## config.mk

```make
export PLATFORM = sky130hd
export DESIGN_NAME = mem_arbiter
export DESIGN_NICKNAME = d
export VERILOG_FILES = /design/src/rtl/mem_arbiter.sv
export SDC_FILE = /design/constraint.sdc
export NUM_CORES = 1
export LEC_CHECK = 0
export ABC_AREA = 1
export BUFFER_PORTS_ARGS = -buffer_cell sky130_fd_sc_hd__buf_2
export CELL_PAD_IN_SITES_DETAIL_PLACEMENT = 1
export CELL_PAD_IN_SITES_GLOBAL_PLACEMENT = 1
export CORE_MARGIN = 2
export CORE_UTILIZATION = 33
export DETAILED_ROUTE_END_ITERATION = 8
export GPL_ROUTABILITY_DRIVEN = 0
export GPL_TIMING_DRIVEN = 0
export HOLD_SLACK_MARGIN = 0.12
export PLACE_DENSITY_LB_ADDON = 0.25
export SYNTH_ARGS = -nofsm -noshare
export SYNTH_HDL_FRONTEND = slang
export SYNTH_SLANG_ARGS = --single-unit
```

## constraint.sdc

```tcl
create_clock -name clk -period 1.4 [get_ports clk]
set_input_delay 0.14 -clock clk [delete_from_list [all_inputs] [get_ports clk]]
set_output_delay 0.14 -clock clk [all_outputs]
set_load 0.03 [all_outputs]
```

## src/rtl/mem_arbiter.sv

```systemverilog
// mem_arbiter: single-port scheduler between the CPU fetch stage and the
// write-back stage in front of the mem block. At most one operation is issued
// per cycle. Write-back normally wins, but a streak counter bounds how many
// consecutive write-backs may pass a waiting fetch.
//
// Ports:
//   clk, rst_n         clock (rising edge), asynchronous active-low reset
//   f_req, f_addr      fetch request / PC, held until f_gnt
//   f_gnt              fetch accepted this cycle (combinational)
//   f_valid            mem instr/imm/data_out hold an accepted fetch's result
//   halt               blocks new fetch grants only
//   wb_req, wb_addr,
//   wb_data            write-back request, held until wb_gnt
//   wb_gnt             write-back accepted this cycle (combinational)
//   mem_*              registered controls to the mem block
module mem_arbiter #(
    parameter int WORD          = 16,
    parameter int WB_MAX_STREAK = 4
) (
    input  logic            clk,
    input  logic            rst_n,
    input  logic            f_req,
    input  logic [WORD-1:0] f_addr,
    output logic            f_gnt,
    output logic            f_valid,
    input  logic            halt,
    input  logic            wb_req,
    input  logic [WORD-1:0] wb_addr,
    input  logic [WORD-1:0] wb_data,
    output logic            wb_gnt,
    output logic            mem_fetch,
    output logic [WORD-1:0] mem_fetch_addr,
    output logic            mem_write_back_en,
    output logic [WORD-1:0] mem_write_addr,
    output logic [WORD-1:0] mem_data_in
);

    localparam logic [3:0] STREAK_MAX = 4'(WB_MAX_STREAK);

    logic       ef;
    logic       ew;
    logic       wb_win;
    logic [3:0] streak;

    assign ef = f_req && !halt;
    assign ew = wb_req;

    // Write-back wins unless a fetch is waiting and has already been passed
    // over STREAK_MAX times in a row.
    assign wb_win = ew && (!ef || (streak < STREAK_MAX));
    assign wb_gnt = wb_win;
    assign f_gnt  = ef && !wb_win;

    // Streak only counts write-backs that overtook an eligible fetch; it is
    // meaningless once the fetch goes away or is served, so clear it then.
    always_ff @(posedge clk or negedge rst_n) begin
        if (!rst_n) begin
            streak <= 4'd0;
        end else if (!ef || f_gnt) begin
            streak <= 4'd0;
        end else if (wb_gnt && (streak < STREAK_MAX)) begin
            streak <= streak + 4'd1;
        end
    end

    // Issue stage: enables pulse for one cycle, address/data hold their last
    // value when idle so mem sees stable inputs.
    always_ff @(posedge clk or negedge rst_n) begin
        if (!rst_n) begin
            mem_fetch         <= 1'b0;
            mem_fetch_addr    <= '0;
            mem_write_back_en <= 1'b0;
            mem_write_addr    <= '0;
            mem_data_in       <= '0;
            f_valid           <= 1'b0;
        end else begin
            mem_fetch         <= f_gnt;
            mem_write_back_en <= wb_gnt;
            if (f_gnt) begin
                mem_fetch_addr <= f_addr;
            end
            if (wb_gnt) begin
                mem_write_addr <= wb_addr;
                mem_data_in    <= wb_data;
            end
            // mem captures at the edge after mem_fetch; result is valid the
            // cycle after that.
            f_valid <= mem_fetch;
        end
    end

endmodule

```

# Word-level counts from Yosys, hierarchy flattened
# Cells that the tools add are included.
word_totals:
  register_bits: 55
  latch_bits: 0
  rom_bits: 0
  output_inout_bits: 53
  input_bits: 53
  ramBits: 0
  wordCells: 21
  memories: 0
classes:
  order_cmp: 1
  eq_ne: 0
  shifts: 0
  add_sub_neg: 1
  mul: 0
  mux: 2
  n_reduce_logical: 10
  div: 0
  bitwise_logic: 0
op_table:
  columns: ["cell", "n"]
  rows:
  - ["$mux W4", 2]
  - ["$add A4 B1 Y4 const B", 1]
  - ["$logic_and A1 B1 Y1", 4]
  - ["$lt A4 B3 Y1 const B", 1]
  - ["$logic_not A1 Y1", 3]
  - ["$logic_or A1 B1 Y1", 2]
  - ["$reduce_bool A2 Y1", 1]

# Logic depth before layout (Yosys ltp)
# Gate-level depths: netlist of run 1.
depth:
  ltp_word: 9
  ltp_mapped: 7
  ltp_nobuf: 6

# Worst setup path before layout of run 1
# No wires, ideal clock.
synth_timing:
  path_type: "register to output"
  from: "register streak[2]"
  to: "output wb_gnt"
  t_required_ns: 1.260
  n_path_buf: 1
  setup_slack_ns: 0.201
  stages_incl_launch_ff: 7
  arrival_ns: 1.059
  path_cell_list: "dfrtp_1 inv_1 nand2_2 nand2_2 nand2_4 buf_6 inv_1"
synth_via:
  elab_chain_len: 3
synth_rtl:
  columns: ["item", "line", "source"]
  rows:
  - ["start, declared", "43", "logic [3:0] streak;"]
  - ["start signal, assigned", "62", "streak <= streak + 4'd1;"]
  - ["$lt A4 B3 Y1", "50", "assign wb_win = ew && (!ef || (streak < STREAK_MAX));"]
  - ["$logic_or A1 B1 Y1", "50", null]
  - ["$logic_and A1 B1 Y1", "50", null]
  - ["end, declared", "30", "output logic wb_gnt,"]
# Every way passes these cells.

# Worst setup path after layout of run 1
# Same ends and word-level chain as after synthesis.

==> reports/results.env, run 1 <==
NUM_VIAS=2190
POST-ROUTE-MIN-PERIOD_NS=1.37
TIMING.FINAL.SETUP_VIOLATIONS=0
SYNTH_SIMPLE_GATE_AREA_SHARE_PCT=29.2
WORST_SETUP_HOLD_PATH_CLK_SLEW_NS=0.10
FINAL_CRITICAL_PATH_SETUP_SLACK_NS=0.0287
SYNTH_TOP_FAMILY_BY_AREA='simple AND/OR/NAND/NOR gates'
TRITONCTS_CLOCK_TREE='built'
NUMBER_OF_CELLS_PRODUCED_BY_SYNTHESIS=233
MOST-COMMON-LAYOUT-CELLS='nand2_1 (112), buf_2 (102), dfrtp_1 (54)'
SYNTH_ADDER_AREA_SHARE_PCT=0.571
FILL_CELLS=732
DRV_SLEW=0
FIN_AREA_UM2=3460
GLOBAL_ROUTE.USAGE.TOTAL_PCT=20.5
CLK_PATH_BUF_DEPTH=2
SYNTH_SEQ_CELLS=55
FP.DIEW_UM=85.5
DESIGN.CORE.AREA_UM2=6390
YS_SEQ_AREA_SHARE_PCT=62.9
DETAILED_PLACE.AREA_UM2=2810
DIODES=0
NETS_FINISH=452
YOSYSUNIQUECELLTYPES=18
SYNTHESIS.AREA_PER_INSTANCE_UM2=9.40
TNS_NS=0
LAYOUT.CELLS.MOST_COMMON='nand2_1'
GRT_ANTENNA_BEFORE_REPAIR=0
CTS_INSERTED_BUFFERS=5
DETAILEDROUTE.FIRSTITERATIONVIOLATIONS=91
FINAL.SETUP_SKEW_NS=0.00482
SYNTH_COMPOUND_GATE_AREA_SHARE_PCT=1.49
CTS_SINKS=55
MAX_FREQ_MHz=729
DRIVE_ABOVE_1_SHARE_PCT=34.6
POWERDENSITY_nW_PER_UM2=1100
ROUTE.FINAL.WIRE_LENGTH_UM=7220
CRITPATHCAPTURE='wb_gnt'
MIN_PATH_TYPE='in2async'
AREA_GROWTH_PCT=58.2
TIMING.RR.START='streak[2]$_DFFE_PN0P_'
IRDROPWORSTVDD_mV=0.618
CRITPATHLAUNCH='streak[2]$_DFFE_PN0P_'
REG2REGPATHDEPTH=7
PRE_CTS_SLACK_NS=-0.000233
SYNTHESIS.NETS=287
GRT_FIRST_PASS_WIRELENGTH_UM=11700
INITIAL_UTILIZATION_PCT=34.3
FINAL-SEQ-AREA_UM2=1380
HTREEDEPTH=2
POWER.LEAKAGE_nW=1.93
CRITICAL_PATH.ENDPOINT_TYPE='primary output'
FP.DIEH_UM=85.5
ROOT_BUFFER='clkbuf_8'
LAYOUT_WORST_PATH_CYCLE_SHARE_PCT=97.9
PLACEMENTROWS=29
DIE_AREA_UM2=7300
KIND_OF_START_POINT_OF_THE_CRITICAL_PATH='register'
MULTI_INPUT_COMB_AREA_UM2=721
PORT_BUFFERS=104
CLK_LATENCY_NS=0.30
DP_HPWL_UM=4390
GRT_SETUP_UNREPAIRED='yes'
IO_PINS=106
STATUS='completed'
GRT-OVFL-TOTAL=0
NUMPLACEDINSTANCES=414
ROUTE.DETAILED.VIAS_PER_INST=4.60
VIAS_IN_THE_FIRST_GLOBAL_ROUTE=2438
WORST_SLEW_PIN_SLEW_NS=1.24
REG2REG_SETUP_SLACK_NS=0.07
SYNTHMUXAREASHARE_PCT=0
WORSTPATHREQUIRED_NS=1.26
MAX_CAP_VIOLATIONS=0
DRC=0
SYNTH_AREA_UM2=2190
SYNTH_XOR_AREA_SHARE_PCT=0.400
R2R-END='mem_fetch_addr[12]$_DFFE_PN0P_'
YOSYSWARNINGS=0
FIN_CELLS=476
FINAL_CORE_UTILIZATION_PCT=54.3
RELSLEWSLACK_PCT=17.4
DRTPASS1ITERATIONS=4
POST_DRT_WL_PER_CELL_UM=15.2
CP_MAX_FO=3
CRITICALPATHCATEGORY='reg2out'
DRT.ANTENNA.VIOLATING_NETS=0
GRT_MAX_DEGREE=56
FINAL-HOLD-VIOLATION-COUNT=0
CRITPATHARRIVALTIME_NS=1.23
## flip-flops by register name (all words and copies together), names as in the netlist
| signal | count |
|---|---|
| mem_data_in | 16 |
| mem_fetch_addr | 16 |
| mem_write_addr | 16 |
| streak | 4 |
| f_valid | 1 |
| mem_fetch | 1 |
| mem_write_back_en | 1 |
## cells in the mapped netlist (all sizes together)
library cell	number	area share, %
conb	1	0.17
a21oi	1	0.74
nand2	116	20
xnor2	1	0.40
ha	1	0.57
dfrtp	55	63
o21ai	1	0.74
buf	12	4.1
nand3	33	7.5
inv	7	1.2
nor2	5	1.2
## cells by family after synthesis
family | after synthesis
DFF | 55
other | 1
xor gates and xnor gates | 1
and+or+nand+nor | 154
AOI/OAI and AO/OA | 2
adders and majority gates | 1
buffers and inverters | 19
## power by group
group	total [mW]	internal [mW]	switching (mW)
registers	1.86	1.76	0.100
logic	1.10	0.388	0.710
clock network	0.849	0.353	0.496
## worst min path at each step
stage	to	slack, ns
2_1_floorplan	f_valid$_DFF_PN0_	-0.16
3_3_place_gp	mem_fetch_addr[9]$_DFFE_PN0P_	0.34
3_5_place_dp	mem_fetch_addr[3]$_DFFE_PN0P_	0.35
4_1_cts	mem_write_back_en$_DFF_PN0_	0.1
5_1_grt	mem_write_addr[15]$_DFFE_PN0N_	0.14
6_report	mem_data_in[7]$_DFFE_PN0N_	0.07
## through the flow
step / hold WS, ns / power (mW)
final: 0.0706 / 3.81
after detailed placement: 0.350 / 2.86
after global routing: 0.140 / 4.02
after CTS: 0.0967 / 3.84
after global placement: 0.339 / 2.82
after floorplan: -0.156 / 2.48
## worst max-delay path, cell delays in order, from the launching register on
cell     delay, ns
dfrtp_2       0.45
inv_2         0.06
nand2_2       0.07
nand2_4       0.10
nand2_8       0.07
inv_4         0.05
buf_6         0.12
## layer usage
metal	GRT usage, %	share of wire (%)
met5	0	0
met4	6.35	1.6
met3	4.77	6.0
met2	36.9	53
met1	24.0	40
## repair_timing
item                       4_1_cts  5_1_grt
setup buffers                    5        2
hold endpoints to repair        49        0
hold buffers                    48        0
pin swaps                        4        2
setup endpoints to repair        2       38
resized for setup               11        8
## cell type report
cell class | instances | area share (%)
Inverter | 7 | 0.831
Multi-Input combinational cell | 159 | 20.8
Clock buffer | 7 | 2.20
Timing Repair Buffer | 159 | 30.9
Buffer | 11 | 2.60
Clock inverter | 1 | 0.144
Sequential cell | 55 | 39.8
Tap cell | 77 | 2.78
(Power assumes the default switching activity.)
==> run 2, diff against run 1 <==
==> constraint.sdc (replaced) <==
create_clock -name clk -period 1.4 [get_ports clk]
set_input_delay 0.14 -clock clk [delete_from_list [all_inputs] [get_ports clk]]
set_output_delay 0.14 -clock clk [all_outputs]
set_load 0.05 [all_outputs]
==> reports/results.env, run 2 (synthesis gave the netlist of run 1 again) <==
NUMPLACEDINSTANCES=414  # unchanged
LAYOUT_WORST_PATH_CYCLE_SHARE_PCT=99.9  # +2.0 points
FINALPOWER_mW=4.10  # +7.7%
INITIAL_UTILIZATION_PCT=34.3  # unchanged
FINAL_CORE_UTILIZATION_PCT=54.3  # +0.098 points
CLK_PATH_BUF_DEPTH=2  # unchanged
DRTPASS1ITERATIONS=4  # unchanged
TRITONCTS_CLOCK_TREE='built'
CRITPATHARRIVALTIME_NS=1.26  # +0.03 ns
POST-ROUTE-MIN-PERIOD_NS=1.40  # +0.0278 ns
MAX_CAP_VIOLATIONS=0  # unchanged
PRE_CTS_SLACK_NS=-0.0662  # -0.0660 ns
GRT_MAX_DEGREE=56  # unchanged
CTS_SINKS=55  # unchanged
DIE_AREA_UM2=7300  # unchanged
PLACEMENTROWS=29  # unchanged
WORST_SETUP_HOLD_PATH_CLK_SLEW_NS=0.09  # about the same
GRT_SETUP_UNREPAIRED='yes'
FINAL-HOLD-VIOLATION-COUNT=0  # unchanged
CP_MAX_FO=3  # unchanged
FINAL_CRITICAL_PATH_SETUP_SLACK_NS=0.000914  # -0.0278 ns
STATUS='completed'
DP_HPWL_UM=4390  # unchanged
PORT_BUFFERS=104  # unchanged
CRIT_PATH_CELL_TRACE='inv_2, nand2_2, nand2_4, nand2_8, inv_4, buf_8'
GRT-OVFL-TOTAL=0  # unchanged
DRV_SLEW=0  # unchanged
AREA_GROWTH_PCT=58.5
WORSTPATHREQUIRED_NS=1.26  # about the same
DRIVE_ABOVE_1_SHARE_PCT=34.6  # unchanged
POWERDENSITY_nW_PER_UM2=1180  # +7.5%
FP.DIEW_UM=85.5  # unchanged
POWER.LEAKAGE_nW=1.93  # about the same
FIN_AREA_UM2=3470  # +0.18%
MIN_PATH_TYPE='in2async'
CRITPATHLAUNCH='streak[2]$_DFFE_PN0P_'
IRDROPWORSTVDD_mV=0.619  # +0.15%
DIODES=0  # unchanged
MAX_FREQ_MHz=715  # -2.0%
GRT_ANTENNA_BEFORE_REPAIR=0  # unchanged
CRITICAL_PATH.ENDPOINT_TYPE='primary output'
REG.LARGEST.LIST='mem_data_in x16, mem_fetch_addr x16, mem_write_addr x16'
CRITPATHCAPTURE='wb_gnt'
CP_SLOWEST_STAGE_DELAY_NS=0.46  # about the same
CTS_INSERTED_BUFFERS=5  # unchanged
DRC=0  # unchanged
TIMING.CRITICAL_PATH.SLOWEST_STAGE_CELL='dfrtp_2'
VIAS_IN_THE_FIRST_GLOBAL_ROUTE=2431  # -0.29%
CLK_LATENCY_NS=0.30  # about the same
TIMING.RR.START='streak[2]$_DFFE_PN0P_'
GLOBAL_ROUTE.USAGE.TOTAL_PCT=20.5  # +0.041 points
TIMING.FINAL.SETUP_VIOLATIONS=0  # unchanged
DESIGN.CORE.AREA_UM2=6390  # unchanged
CP_NUM_CELLS=6  # unchanged
HOLD-WORST-SLACK_NS=0.0915  # +0.0209 ns
DRT.ANTENNA.VIOLATING_NETS=0  # unchanged
IO_PINS=106  # unchanged
ROUTE.FINAL.WIRE_LENGTH_UM=7260  # +0.55%
POST_DRT_WL_PER_CELL_UM=15.3  # +0.55%
TNS_NS=0  # unchanged
LAYOUT.CELLS.MOST_COMMON='nand2_1'
FIN_CELLS=476  # unchanged
NUM_VIAS=2177  # -0.59%
TIMING.CRITICAL_PATH.BUF_INV=3  # unchanged
REG2REGPATHDEPTH=7  # unchanged
CRITICALPATHCATEGORY='reg2out'
ROUTE.DETAILED.VIAS_PER_INST=4.57  # -0.59%
HTREEDEPTH=2  # unchanged
FINAL.SETUP_SKEW_NS=0.00403  # -0.000792 ns
NETS_FINISH=452  # unchanged
KIND_OF_START_POINT_OF_THE_CRITICAL_PATH='register'
REG2REG_SETUP_SLACK_NS=0.05  # -0.02 ns
GRT_FIRST_PASS_WIRELENGTH_UM=11700  # +0.11%
MOST-COMMON-LAYOUT-CELLS='nand2_1 (111), buf_2 (102), dfrtp_1 (54)'
R2R-END='mem_fetch_addr[12]$_DFFE_PN0P_'
ROOT_BUFFER='clkbuf_8'
FP.DIEH_UM=85.5  # unchanged
PATH_DELAY_FAMILY='flip-flops'
RELSLEWSLACK_PCT=17.4  # -0.062 points
DETAILED_PLACE.AREA_UM2=2810  # unchanged
WORST_SLEW_PIN_SLEW_NS=1.24  # +0.000933 ns
DETAILEDROUTE.FIRSTITERATIONVIOLATIONS=62  # -32%
[run 2: changes by cell type in the layout (fill, tap and decap cells not counted)]
cell	before	now
clkbuf_4	3	2
inv_1	3	4
buf_6	8	5
buf_8	0	2
nand2_2	2	3
buf_4	6	8
nand2_1	112	111
inv_2	3	2
[run 2: worst min-delay path by stage]
stage               startpoint                              to  slack (ns)  depth (start not counted)
CTS                     wb_req  mem_write_addr[15]$_DFFE_PN0N_        0.12                          3
global placement     f_addr[9]   mem_fetch_addr[9]$_DFFE_PN0P_        0.34                          3
global route            wb_req  mem_write_addr[15]$_DFFE_PN0N_        0.14                          3
floorplan                rst_n               f_valid$_DFF_PN0_       -0.16                          0
detailed placement   f_addr[3]   mem_fetch_addr[3]$_DFFE_PN0P_        0.35                          3
finish                   rst_n      mem_data_in[7]$_DFFE_PN0N_        0.09                          1
[run 2: repair_timing]
action                                 CTS  global route
setup buffers                            6             1
hold buffers                            48             0
resized for setup                       11            10
endpoints found under the hold margin   48             0
pin swaps                                4             3
setup endpoints to repair                2            22
[run 2: layer usage]
| layer | wire length (um) | global-route usage (%) | up-vias |
|---|---|---|---|
| met5 | 0 | 0 | - |
| met4 | 114 | 6.35 | 0 |
| met3 | 484 | 4.77 | 13 |
| met2 | 3780 | 37.0 | 83 |
| met1 | 2890 | 24.0 | 1031 |
| li1 | - | - | 1050 |
[run 2: cell type report]
type                       instances  area [um2]
multi-input combinational        159         723
sequential                        55        1380
buffer                            11        90.1
timing repair buffer             159        1070
inverter                           7        28.8
clock inverter                     1        5.00
tap                               77        96.3
fill                             735        2920
clock buffer                       7        76.3
[run 2: report_power, final]
part / leakage (nW) / internal [mW] / switching [mW]
Clock: 0.0422 / 0.353 / 0.503
Sequential: 0.680 / 1.76 / 0.100
Combinational: 1.21 / 0.393 / 0.993
Total: 1.93 / 2.51 / 1.60
==> run 3, diff against run 2 <==
--- a/config.mk
+++ b/config.mk
@@ -5,16 +5,16 @@
 export SDC_FILE = /design/constraint.sdc
 export NUM_CORES = 1
 export LEC_CHECK = 0
-export ABC_AREA = 1
 export BUFFER_PORTS_ARGS = -buffer_cell sky130_fd_sc_hd__buf_2
 export CELL_PAD_IN_SITES_DETAIL_PLACEMENT = 1
 export CELL_PAD_IN_SITES_GLOBAL_PLACEMENT = 1
 export CORE_MARGIN = 2
-export CORE_UTILIZATION = 33
+export CORE_UTILIZATION = 36
 export DETAILED_ROUTE_END_ITERATION = 8
 export GPL_ROUTABILITY_DRIVEN = 0
 export GPL_TIMING_DRIVEN = 0
 export HOLD_SLACK_MARGIN = 0.12
+export MAX_ROUTING_LAYER = met4
 export PLACE_DENSITY_LB_ADDON = 0.25
 export SYNTH_ARGS = -nofsm -noshare
 export SYNTH_HDL_FRONTEND = slang
==> reports/results.env, run 3 <==
CLOCKPOWERSHARE_PCT=19.9  # -0.9 points
GRT_SETUP_UNREPAIRED='yes'
FINAL-HOLD-VIOLATION-COUNT=0  # unchanged
AREA_GROWTH_PCT=61.8
PRE_CTS_SLACK_NS=-0.0107  # +0.0555 ns
REG.LARGEST.LIST='mem_data_in x16, mem_fetch_addr x16, mem_write_addr x16'
SYNTHESIS.NETS=172  # -40%
YOSYSUNIQUECELLTYPES=15  # -3
HOLD-WORST-SLACK_NS=0.0800  # -0.0115 ns
POST_DRT_WL_PER_CELL_UM=15.6  # +2.2%
P_INT_mW=2.78  # +11%
CTS_INSERTED_BUFFERS=5  # unchanged
WORST_SETUP_HOLD_PATH_CLK_SLEW_NS=0.10  # about the same
NETS_FINISH=342  # -24%
IRDROPWORSTVDD_mV=0.587  # -5.2%
WORSTPATHREQUIRED_NS=1.26  # about the same
DRV_SLEW=0  # unchanged
CRITICAL_PATH.ENDPOINT_TYPE='primary output'
SEQPWRFRAC_PCT=43.1  # -2.3 points
MOST-COMMON-LAYOUT-CELLS='buf_2 (103), dfrtp_1 (55), dlygate4sd3_1 (48)'
SYNTH.AREA.TOP_CELLS='dfrtp_1 (62%), mux2_4 (26%), mux2_2 (5.1%)'
LAYOUT.CELLS.MOST_COMMON='buf_2'
ROOT_BUFFER='clkbuf_8'
POST-ROUTE-MIN-PERIOD_NS=1.43  # +0.0357 ns
HTREEDEPTH=2  # unchanged
CLK_LATENCY_NS=0.30  # about the same
SYNTH_TOP_CELL_AREA_SHARE_PCT=62.0  # -0.82 points
DIE_AREA_UM2=6810  # -6.8%
ROUTE.FINAL.WIRE_LENGTH_UM=5660  # -22%
GRT-OVFL-TOTAL=0  # unchanged
MIN_PATH_TYPE='in2async'
GRT.BUSIEST_LAYER='met2'
GLOBAL_ROUTE.USAGE.TOTAL_PCT=17.4  # -3.1 points
POWER.LEAKAGE_nW=1.83  # -5.0%
VIAS_IN_THE_FIRST_GLOBAL_ROUTE=1803  # -26%
STATUS='finished, violations left'
SYNTH_SEQ_CELLS=55  # unchanged
PLACEMENTROWS=28  # -3.4%
CLK_PATH_BUF_DEPTH=2  # unchanged
CRITICALPATHCATEGORY='reg2out'
FIN_AREA_UM2=3590  # +3.4%
GRTUSAGEMET1_PCT=20.5  # -3.5 points
FINAL_CRITICAL_PATH_SETUP_SLACK_NS=-0.0348  # -0.0357 ns
NUMBER_OF_CELLS_PRODUCED_BY_SYNTHESIS=118  # -49%
NUM_VIAS=1579  # -27%
GRT_MAX_DEGREE=56  # unchanged
SYNTH_ENABLE_FLOP_CELLS=0  # unchanged
SYNTH.CELLS.MOST_FREQUENT='dfrtp_1 (55), mux2_4 (38), mux2_2 (10)'
PORT_BUFFERS=105  # +0.96%
WORST_SLEW_PIN_SLEW_NS=1.19  # -0.0517 ns
FILL_CELLS=605  # -18%
LAYOUT_WORST_PATH_CYCLE_SHARE_PCT=102  # +2.6 points
INITIAL_UTILIZATION_PCT=37.2  # +3.0 points
FINAL_CORE_UTILIZATION_PCT=60.3  # +5.9 points
TIMING.FINAL.SETUP_VIOLATIONS=14  # +14
FINAL.SETUP_SKEW_NS=0.00825  # +0.00423 ns
IO_PINS=106  # unchanged
DETAILEDROUTE.FIRSTITERATIONVIOLATIONS=30  # -52%
CRITPATHARRIVALTIME_NS=1.29  # +0.03 ns
RELSLEWSLACK_PCT=20.8  # +3.4 points
ROUTE.DETAILED.VIAS_PER_INST=4.35  # -4.9%
YOSYS.AREA.TOP_TYPE='dfrtp_1'
SYNTHESIS.AREA_PER_INSTANCE_UM2=18.8  # +100%
DRIVE_ABOVE_1_SHARE_PCT=62.5  # +28 points
POWERDENSITY_nW_PER_UM2=1230  # +3.6%
SYNTH_AREA_UM2=2220  # +1.3%
SW_FRAC_OF_TOTAL_PCT=36.7  # -2.1 points
DETAILED_PLACE.AREA_UM2=2840  # +1.1%
MAIN_SYNTH_FF_TYPE='dfrtp_1'
DESIGN.CORE.AREA_UM2=5960  # -6.7%
MAX_FREQ_MHz=697  # -2.5%
POWER.COMBINATIONAL.FRACTION_PCT=37.0  # +3.3 points
TRITONCTS_CLOCK_TREE='built'
CTS_SINKS=55  # unchanged
MAX_CAP_VIOLATIONS=0  # unchanged
GRT.MET3_USAGE_PCT=3.26  # -1.5 points
DRT.ANTENNA.VIOLATING_NETS=0  # unchanged
CP_MAX_FO=2  # -1
KIND_OF_START_POINT_OF_THE_CRITICAL_PATH='register'
FAILED_CHECKS='negative setup slack'
YS_SEQ_AREA_SHARE_PCT=62.0  # -0.82 points
GRT_FIRST_PASS_WIRELENGTH_UM=8590  # -27%
LIBRARY_CELL_WITH_THE_HIGHEST_INSTANCE_COUNT_AFTER_SYNTHESIS='dfrtp_1'
FP.DIEW_UM=82.5  # -3.5%
DRC=0  # unchanged
ASYNC_RESET_FF_SHARE_PCT=100  # unchanged
GRT_ANTENNA_BEFORE_REPAIR=0  # unchanged
DIODES=0  # unchanged
POWER.SWITCHING_mW=1.62  # +1.3%
GROUTE.LAYER.MET2.USAGE_PCT=30.2  # -6.8 points
DP_HPWL_UM=3330  # -24%
FP.DIEH_UM=82.5  # -3.5%
DRTPASS1ITERATIONS=4  # unchanged
FINALPOWER_mW=4.40  # +7.2%
YOSYSWARNINGS=0  # unchanged
run 3: cell types whose count changed after synthesis, moves of 2 or more:
| cell | before | now |
|---|---|---|
| mux2_4 | 0 | 38 |
| buf_2 | 3 | 0 |
| nand2_2 | 2 | 0 |
| nand3_1 | 33 | 0 |
| buf_6 | 5 | 3 |
| nand2_1 | 113 | 0 |
| inv_1 | 6 | 1 |
| and2_1 | 0 | 2 |
| mux2_2 | 0 | 10 |
| buf_1 | 3 | 0 |
| nor2_1 | 4 | 0 |
run 3: path summary, 6_finish.rpt:
path / end / slack, ns / startpoint / depth (start not counted)
max: wb_gnt / -0.03 / streak[3]$_DFFE_PN0P_ / 5
min: mem_fetch_addr[11]$_DFFE_PN0P_ / 0.08 / rst_n / 1
max reg2reg: mem_write_addr[6]$_DFFE_PN0N_ / -0.02 / streak[2]$_DFFE_PN0P_ / 5
min reg2reg: f_valid$_DFF_PN0_ / 0.38 / mem_fetch$_DFF_PN0_ / 0
max in group asynchronous: mem_data_in[3]$_DFFE_PN0N_ / 0.60 / rst_n / 1
min in group clk: mem_write_back_en$_DFF_PN0_ / 0.25 / wb_req / 4
run 3: power by group through the flow:
stage	combinational, mW	sequential (mW)	clock (mW)
finish	1.63	1.90	0.874
global route	1.71	1.92	0.983
CTS	1.61	1.89	0.901
detailed placement	1.46	1.92	0
global placement	1.44	1.91	0
floorplan	0.362	2.63	0
run 3: logic make-up after synthesis:
logic type	after synthesis	share of synthesized area, %
DFF	55	62.0
buffers and inverters	5	2.59
adders and majority gates	1	0.564
AOI/OAI and AO/OA	2	1.47
and+or+nand+nor	6	2.37
other	1	0.169
muxes	48	30.8
run 3: metal layers:
layer / part of all wire, % / vias to the layer above
li1: - / 740
met1: 41 / 773
met2: 53 / 57
met3: 5.0 / 9
met4: 1.3 / 0
met5: 0 / -
run 3: layout make-up:
class                      instances  area [um2]  area share [%]
timing repair buffer             163        1160            32.2
buffer                             4        75.1            2.09
clock inverter                     1        5.00           0.139
clock buffer                       6        82.6            2.30
sequential                        55        1380            38.3
multi-input combinational         58         795            22.1
tap                               75        93.8            2.61
inverter                           1        6.26           0.174
run 3: timing repair:
| item | in CTS | in global routing |
|---|---|---|
| gates resized for setup | 17 | 3 |
| hold buffers | 48 | 0 |
| pin swaps | 3 | 1 |
| buffers inserted | 6 | 2 |
| endpoints found under the hold margin | 48 | 0 |
| cloned | 0 | 2 |
| endpoints found under the setup margin | 40 | 38 |
run 3: critical path, stage by stage, from the launching register on:
cell,delay [ns]
dfrtp_1,0.42
nor2_4,0.18
o21ai_4,0.09
buf_8,0.13
inv_4,0.05
buf_8,0.14
run 3: metrics by stage:
step | std cells | setup TNS, ns
final | 363 | -0.133
after global routing | 363 | -1.43
after global placement | 298 | -0.332
after floorplan | 118 | 0
after detailed placement | 298 | -0.0663
after CTS | 359 | -0.465
